### config.mk
export PLATFORM = sky130hd
export DESIGN_NAME = exec_stage_pipe
export DESIGN_NICKNAME = d
export VERILOG_FILES = /design/src/rtl/y86_pkg.sv /design/src/rtl/y86_mul_seq.sv /design/src/rtl/exec_stage_pipe.sv
export SDC_FILE = /design/constraint.sdc
export NUM_CORES = 2
export LEC_CHECK = 0
export CORE_AREA = 3 3 295 297
export CTS_CLUSTER_SIZE = 20
export DETAILED_ROUTE_END_ITERATION = 7
export DIE_AREA = 0 0 298 300
export GPL_TIMING_DRIVEN = 1
export PLACE_DENSITY = 0.66
export SLEW_MARGIN = 30
export SYNTH_ARGS = -nofsm -noshare
export SYNTH_HDL_FRONTEND = slang
export SYNTH_SLANG_ARGS = --single-unit
export TNS_END_PERCENT = 30
### constraint.sdc
create_clock -name clk -period 6.7 [get_ports clk]
set_input_delay 0.67 -clock clk [delete_from_list [all_inputs] [get_ports clk]]
set_output_delay 0.67 -clock clk [all_outputs]
set_load 0.1 [all_outputs]
### src/rtl/y86_pkg.sv
// Shared Y86-64 encodings for the Execute stage: instruction codes, ALU
// function codes, status codes, condition-code bit positions and the
// multiplier FSM state encoding.
package y86_pkg;

   localparam logic [3:0] I_HALT   = 4'h0;
   localparam logic [3:0] I_NOP    = 4'h1;
   localparam logic [3:0] I_RRMOVQ = 4'h2;
   localparam logic [3:0] I_IRMOVQ = 4'h3;
   localparam logic [3:0] I_RMMOVQ = 4'h4;
   localparam logic [3:0] I_MRMOVQ = 4'h5;
   localparam logic [3:0] I_OPQ    = 4'h6;
   localparam logic [3:0] I_JXX    = 4'h7;
   localparam logic [3:0] I_CALL   = 4'h8;
   localparam logic [3:0] I_RET    = 4'h9;
   localparam logic [3:0] I_PUSHQ  = 4'hA;
   localparam logic [3:0] I_POPQ   = 4'hB;

   localparam logic [3:0] ALU_ADD = 4'h0;
   localparam logic [3:0] ALU_SUB = 4'h1;
   localparam logic [3:0] ALU_AND = 4'h2;
   localparam logic [3:0] ALU_XOR = 4'h3;
   localparam logic [3:0] ALU_MUL = 4'h4;

   localparam logic [1:0] STAT_AOK = 2'b00;
   localparam logic [1:0] STAT_HLT = 2'b01;
   localparam logic [1:0] STAT_ADR = 2'b10;
   localparam logic [1:0] STAT_INS = 2'b11;

   localparam logic [3:0] RNONE = 4'hF;

   // cc vector layout is {OF, SF, ZF}
   localparam int CC_ZF = 0;
   localparam int CC_SF = 1;
   localparam int CC_OF = 2;
   localparam logic [2:0] CC_RESET = 3'b001;

   typedef logic [1:0] mul_state_t;
   localparam mul_state_t MS_IDLE = 2'd0;
   localparam mul_state_t MS_MUL  = 2'd1;
   localparam mul_state_t MS_DONE = 2'd2;

endpackage

### src/rtl/y86_mul_seq.sv
// Sequential radix-2 shift-add multiplier. Produces the low DATA_W bits of
// the product, which are identical for signed and unsigned operands.
module y86_mul_seq
   import y86_pkg::*;
#(
   parameter int DATA_W = 64
) (
   input  logic              clk,
   input  logic              rst_n,
   input  logic              start,
   input  logic              abort,
   input  logic              hold,
   input  logic [DATA_W-1:0] a,
   input  logic [DATA_W-1:0] b,
   output logic              busy,
   output logic              done,
   output logic [DATA_W-1:0] product
);

   localparam int CNT_W = $clog2(DATA_W);
   localparam logic [CNT_W-1:0] LAST_STEP = CNT_W'(DATA_W - 1);

   mul_state_t        state;
   logic [DATA_W-1:0] mcand;
   logic [DATA_W-1:0] mplier;
   logic [DATA_W-1:0] acc;
   logic [CNT_W-1:0]  step_cnt;

   // FSM: load operands, run DATA_W shift-add steps, present the result once
   always_ff @(posedge clk or negedge rst_n) begin
      if (!rst_n) begin
         state    <= MS_IDLE;
         mcand    <= '0;
         mplier   <= '0;
         acc      <= '0;
         step_cnt <= '0;
      end else begin
         case (state)
            MS_IDLE: begin
               if (start && !abort) begin
                  mcand    <= a;
                  mplier   <= b;
                  acc      <= '0;
                  step_cnt <= '0;
                  state    <= MS_MUL;
               end
            end
            MS_MUL: begin
               if (abort) begin
                  state <= MS_IDLE;
               end else begin
                  acc      <= acc + (mplier[0] ? mcand : '0);
                  mcand    <= mcand << 1;
                  mplier   <= mplier >> 1;
                  step_cnt <= step_cnt + 1'b1;
                  if (step_cnt == LAST_STEP) begin
                     state <= MS_DONE;
                  end
               end
            end
            MS_DONE: begin
               if (abort || !hold) begin
                  state <= MS_IDLE;
               end
            end
            default: state <= MS_IDLE;
         endcase
      end
   end

   // busy covers the accepting cycle so the pipeline stalls immediately
   always_comb begin
      busy    = (state == MS_MUL) || ((state == MS_IDLE) && start && !abort);
      done    = (state == MS_DONE);
      product = acc;
   end

endmodule

### src/rtl/exec_stage_pipe.sv
// Y86-64 Execute stage with ALU, condition codes, branch/cmov condition,
// optional sequential multiplier and the E/M pipeline register.
module exec_stage_pipe
   import y86_pkg::*;
#(
   parameter int DATA_W = 64,
   parameter bit MUL_EN = 1'b1
) (
   input  logic              clk,
   input  logic              rst_n,
   input  logic              E_valid,
   input  logic [1:0]        E_stat,
   input  logic [3:0]        E_icode,
   input  logic [3:0]        E_ifun,
   input  logic [DATA_W-1:0] E_valA,
   input  logic [DATA_W-1:0] E_valB,
   input  logic [DATA_W-1:0] E_valC,
   input  logic [3:0]        E_dstE,
   input  logic [3:0]        E_dstM,
   input  logic              m_exc,
   input  logic              W_exc,
   input  logic              M_stall,
   input  logic              M_bubble,
   output logic              e_busy,
   output logic [DATA_W-1:0] e_valE,
   output logic [3:0]        e_dstE,
   output logic              M_valid,
   output logic [1:0]        M_stat,
   output logic [3:0]        M_icode,
   output logic              M_Cnd,
   output logic [DATA_W-1:0] M_valE,
   output logic [DATA_W-1:0] M_valA,
   output logic [3:0]        M_dstE,
   output logic [3:0]        M_dstM,
   output logic [2:0]        cc_out
);

   localparam logic [DATA_W-1:0] EIGHT = DATA_W'(8);

   logic              is_op;
   logic              is_mul;
   logic              op_illegal;
   logic              mul_start;
   logic              mul_busy;
   logic              mul_done;
   logic [DATA_W-1:0] mul_product;
   logic [DATA_W-1:0] sum;
   logic [DATA_W-1:0] diff;
   logic [DATA_W-1:0] alu_out;
   logic              alu_of;
   logic [2:0]        new_cc;
   logic              cnd;
   logic              cnd_out;
   logic              cc_update;

   // decode: a mulq is only legal when the multiplier is built in
   always_comb begin
      is_op      = (E_icode == I_OPQ);
      is_mul     = is_op && (E_ifun == ALU_MUL) && MUL_EN;
      op_illegal = is_op && ((E_ifun > ALU_MUL) || ((E_ifun == ALU_MUL) && !MUL_EN));
      mul_start  = E_valid && is_mul && !M_bubble;
   end

   y86_mul_seq #(.DATA_W(DATA_W)) u_mul (
      .clk     (clk),
      .rst_n   (rst_n),
      .start   (mul_start),
      .abort   (M_bubble),
      .hold    (M_stall),
      .a       (E_valB),
      .b       (E_valA),
      .busy    (mul_busy),
      .done    (mul_done),
      .product (mul_product)
   );

   // ALU result and signed overflow, selected by instruction class
   always_comb begin
      sum     = E_valB + E_valA;
      diff    = E_valB - E_valA;
      alu_out = '0;
      alu_of  = 1'b0;
      case (E_icode)
         I_OPQ: begin
            case (E_ifun)
               ALU_ADD: begin
                  alu_out = sum;
                  alu_of  = (E_valB[DATA_W-1] == E_valA[DATA_W-1]) && (sum[DATA_W-1] != E_valB[DATA_W-1]);
               end
               ALU_SUB: begin
                  alu_out = diff;
                  alu_of  = (E_valB[DATA_W-1] != E_valA[DATA_W-1]) && (diff[DATA_W-1] != E_valB[DATA_W-1]);
               end
               ALU_AND: alu_out = E_valB & E_valA;
               ALU_XOR: alu_out = E_valB ^ E_valA;
               ALU_MUL: alu_out = (is_mul && mul_done) ? mul_product : '0;
               default: alu_out = '0;
            endcase
         end
         I_RRMOVQ:         alu_out = E_valA;
         I_IRMOVQ:         alu_out = E_valC;
         I_RMMOVQ, I_MRMOVQ: alu_out = E_valB + E_valC;
         I_CALL, I_PUSHQ:  alu_out = E_valB - EIGHT;
         I_RET, I_POPQ:    alu_out = E_valB + EIGHT;
         default:          alu_out = '0;
      endcase
      new_cc = {alu_of, alu_out[DATA_W-1], (alu_out == '0)};
   end

   // condition evaluated against the flags left by the previous OPq
   always_comb begin
      case (E_ifun)
         4'd0:    cnd = 1'b1;
         4'd1:    cnd = (cc_out[CC_SF] ^ cc_out[CC_OF]) | cc_out[CC_ZF];
         4'd2:    cnd = cc_out[CC_SF] ^ cc_out[CC_OF];
         4'd3:    cnd = cc_out[CC_ZF];
         4'd4:    cnd = !cc_out[CC_ZF];
         4'd5:    cnd = !(cc_out[CC_SF] ^ cc_out[CC_OF]);
         4'd6:    cnd = !(cc_out[CC_SF] ^ cc_out[CC_OF]) && !cc_out[CC_ZF];
         default: cnd = 1'b0;
      endcase
      cnd_out   = ((E_icode == I_JXX) || (E_icode == I_RRMOVQ)) && cnd;
      e_dstE    = ((E_icode == I_RRMOVQ) && !cnd) ? RNONE : E_dstE;
      e_valE    = alu_out;
      e_busy    = mul_busy;
      cc_update = E_valid && is_op && !op_illegal && !m_exc && !W_exc
                  && !M_stall && !M_bubble && !mul_busy;
   end

   // condition-code register, written only when a committed OPq reaches M
   always_ff @(posedge clk or negedge rst_n) begin
      if (!rst_n) begin
         cc_out <= CC_RESET;
      end else if (cc_update) begin
         cc_out <= new_cc;
      end
   end

   // E/M register: bubble beats stall; a busy multiplier injects bubbles
   always_ff @(posedge clk or negedge rst_n) begin
      if (!rst_n) begin
         M_valid <= 1'b0;
         M_stat  <= STAT_AOK;
         M_icode <= I_NOP;
         M_Cnd   <= 1'b0;
         M_valE  <= '0;
         M_valA  <= '0;
         M_dstE  <= RNONE;
         M_dstM  <= RNONE;
      end else if (M_bubble || (!M_stall && mul_busy)) begin
         M_valid <= 1'b0;
         M_stat  <= STAT_AOK;
         M_icode <= I_NOP;
         M_Cnd   <= 1'b0;
         M_valE  <= '0;
         M_valA  <= '0;
         M_dstE  <= RNONE;
         M_dstM  <= RNONE;
      end else if (!M_stall) begin
         M_valid <= E_valid;
         M_stat  <= op_illegal ? STAT_INS : E_stat;
         M_icode <= E_icode;
         M_Cnd   <= cnd_out;
         M_valE  <= alu_out;
         M_valA  <= E_valA;
         M_dstE  <= e_dstE;
         M_dstM  <= E_dstM;
      end
   end

endmodule

==> summary.md <==
| Metric | Value |
|---|---|
| Status | `completed` |
| Gr usage total | `0.456` |
| First-pass GRT wire length | `303 mm` |
| Distinct cells, synth | `104` |
| Post-Synth Adder-Cell Area | `0.0879` |
| Setup violations, final | `0` |
| Multiplexer area fraction after synthesis | `0.0148` |
| Startpoint Class | `primary input` |
| Initial Util | `0.447` |
| CTS Sinks | `347` |
| Setup crit end kind | `output port` |
| Largest net degree at the start of global routing | `144` |
| RSZ-0062 raised after global routing | `no` |
| R2r startpoint | `u_mul.state[1]` |
| Post-CTS setup buffer count | `0` |
| Clock Latency Late Sink | `0.62 ns` |
| Vias per Instance | `6.89` |
| Synth top area share | `0.222` |
| Core Box Area | `84,900 µm²` |
| Synth Warn # | `0` |
| R2R setup slack | `1.48 ns` |
| Final-stage net count | `6,083` |
| Final hold vios | `0` |
| # hold bufs at CTS | `0` |
| DR pass1 iterations | `8` |
| GPL Wtd Cong | `1.10` |
| Die area | `89,400 µm²` |
| TritonCTS buffer count | `42` |
| Top FF cell, synth | `dfrtp_1` |
| Largest area contributor in the netlist | `dfrtp_1` |
| Syn Nets | `5,669` |
| Async S/R FF share, synth | `1.00` |
| Worst rel slew slack | `0.264` |
| Post-DRT Antenna Nets | `0` |
| Most frequent cell after synthesis | `nand2_1` |
| R2R depth | `17` |
| Largest family of logic cells by synthesized area | `compound AO/OA/AOI/OAI gates` |
| Worst-path fanout max | `6` |
| DRT Wirelength | `214 mm` |
| Top cells by count, synth | `nand2_1 (722), nor2_1 (412), a21oi_1 (392)` |
| CTS tree | `built` |
| Io pins | `433` |
| Worst Skew | `0.0232 ns` |
| Pwr Total | `8.86 mW` |
| Leak | `20.0 nW` |
| Vias in the first global route | `42,300` |
| Setup slack after layout | `0.0607 ns` |
| Core Rows | `107` |
| Die height | `300 µm` |
| Placed Instance Area | `45,100 µm²` |
| Clk buf depth | `3` |
| Utilization after layout | `0.550` |
| Clock-pin transition on the worst setup and hold timing paths | `0.06 ns` |
| Reg2reg end | `cc_out[0]` |
| Area growth syn-to-layout | `23.1%` |
| Cell area after layout | `46,700 µm²` |
| Initial antenna violation count | `15` |
| Setup_tns | `0 ns` |
| Simple-Gate Fraction of Synth Area | `0.249` |
| Max-cap violations | `0` |
| Initial detailed-routing violation count | `7,751` |
| GRT overflow | `0` |
| Worst Path Arrival | `5.97 ns` |
| Post-synth EDFFs | `0` |
| Placement Setup Slack | `0.110 ns` |
| #FFs+latches synth | `347` |
| Total number of vias | `46,800` |
| Synth Area in Compound Gates | `0.314` |
| Hold Path Class | `primary input to async pin` |
| Final Max Slew Viols | `0` |
| Highest clock rate | `151 MHz` |
| Share of cells above drive strength 1 | `0.101` |
| Clock root buffer master | `clkbuf_16` |
| Min Tclk post-route | `6.64 ns` |
| Final Cycle Share | `0.991` |
| Post-synthesis cell area | `37,900 µm²` |
| Worst-margin pin slew | `1.09 ns` |
| CP Class | `primary input to output port` |
| Cells after Synth | `5,189` |
| H-tree level count | `2` |
| WL/cell | `31.5 µm` |
| Port-buffer cells | `432` |
| Post-CTS Resized | `0` |
| XOR/XNOR Fraction of Synth Area | `0.0476` |
| Die Width | `298 µm` |
| Fill count | `8,202` |
| Crit path required time | `6.03 ns` |
| P per Cell Area | `190 nW/µm²` |
| Top post-synthesis cells by area | `dfrtp_1 (22%), ha_1 (8.5%), nand2_1 (7.1%), a21oi_1 (5.2%), o21ai_0 (4.8%)` |
| Mapped Avg Cell Area | `7.31 µm²` |
| Dpl hpwl | `169 mm` |
| Residual DRC | `0` |
| Register area share after synthesis | `0.229` |
| Peak supply drop | `0.000174 V` |
==> flip-flops by register name, summed over array words and instances (netlist names) <==
register	cells
M_Cnd	1
M_dstE	4
M_dstM	4
M_icode	4
M_stat	2
M_valA	64
M_valE	64
M_valid	1
cc_out	3
u_mul.mcand	64
u_mul.mplier	64
u_mul.product	64
u_mul.state	2
u_mul.step_cnt	6
==> layout by cell type, fill, tap and decap left out, drive strengths merged, types with 80 or more instances in the layout <==
cell             n
o21ai          379
xnor2          120
nand3          125
nand4           87
nor2           412
nor3           108
ha             259
dfrtp          337
xor2            86
nor4            99
clkdlybuf4s50  351
a21o            97
buf            384
nand2          723
and2            88
a21oi          392
a22o            80
inv            203
a31oi          162
==> routing by layer <==
layer / part of all wire / global-route usage / vias to the layer above
met5: 0.00032 / 0 / -
met4: 0.042 / 0.160 / 6
met3: 0.15 / 0.187 / 526
met2: 0.38 / 0.613 / 3544
met1: 0.42 / 0.648 / 22600
li1: - / - / 20100
==> worst max-delay path by stage <==
stage | slack [ns] | from | endpoint | cells after the start
5_1_grt | 0.03 | E_valA[33] | e_valE[58] | 17
3_3_place_gp | 0.07 | E_valB[0] | cc_out[0] | 20
6_report | 0.06 | E_valA[9] | e_valE[58] | 17
2_1_floorplan | 0.01 | E_icode[3] | cc_out[0] | 23
4_1_cts | 0.21 | E_valB[1] | e_valE[61] | 17
3_5_place_dp | 0.11 | E_valB[1] | cc_out[0] | 19
==> cells by family (layout without fill, tap and decap cells) <==
kind of cell    after synthesis  count (layout)
simple gates               1964            1964
compound gates             1786            1786
buf+inv                     567            1014
flops                       347             347
fa+ha+maj                   264             264
xor+xnor                    206             206
mux                          55              55
other cells                   0              11
==> per-stage QoR <==
step	std cells	hold slack, ns
2_1_floorplan	5189	0.374
3_3_place_gp	6703	0.459
3_5_place_dp	6703	0.470
4_1_cts	6780	0.0773
5_1_grt	6783	0.105
6_report	6791	0.0561
==> power breakdown <==
| group | total [mW] | internal (mW) | switching, mW |
|---|---|---|---|
| Clock | 2.59 | 1.57 | 1.01 |
| Sequential | 2.33 | 2.23 | 0.0962 |
| Combinational | 3.95 | 1.21 | 2.73 |
| Total | 8.86 | 5.01 | 3.84 |
==> cell type report <==
cell class | instances | area (µm²) | area share
multi-input cells | 4275 | 27200 | 0.583
diodes | 11 | 27.5 | 0.000590
inverters | 202 | 758 | 0.0162
flip-flops and latches | 347 | 8700 | 0.186
clock inverters | 17 | 287 | 0.00614
clock buffers | 60 | 1250 | 0.0268
repair buffers | 735 | 7030 | 0.151
well taps | 1144 | 1430 | 0.0307
==> worst max-delay path, stage by stage <==
cell and delay [ns]:
clkdlybuf4s50_1 0.65, inv_1 0.11, ha_1 0.43, nor3_1 0.48
o21ai_0 0.34, o2111ai_1 0.20, o211ai_2 0.24, a21oi_1 0.52
a211oi_2 0.28, o31ai_1 0.64, nand2b_1 0.13, a31oi_1 0.26
mux2i_1 0.22, a211oi_1 0.33, buf_4 0.20, inv_1 0.07
buf_12 0.16
Power figures use the tool's default switching activity.
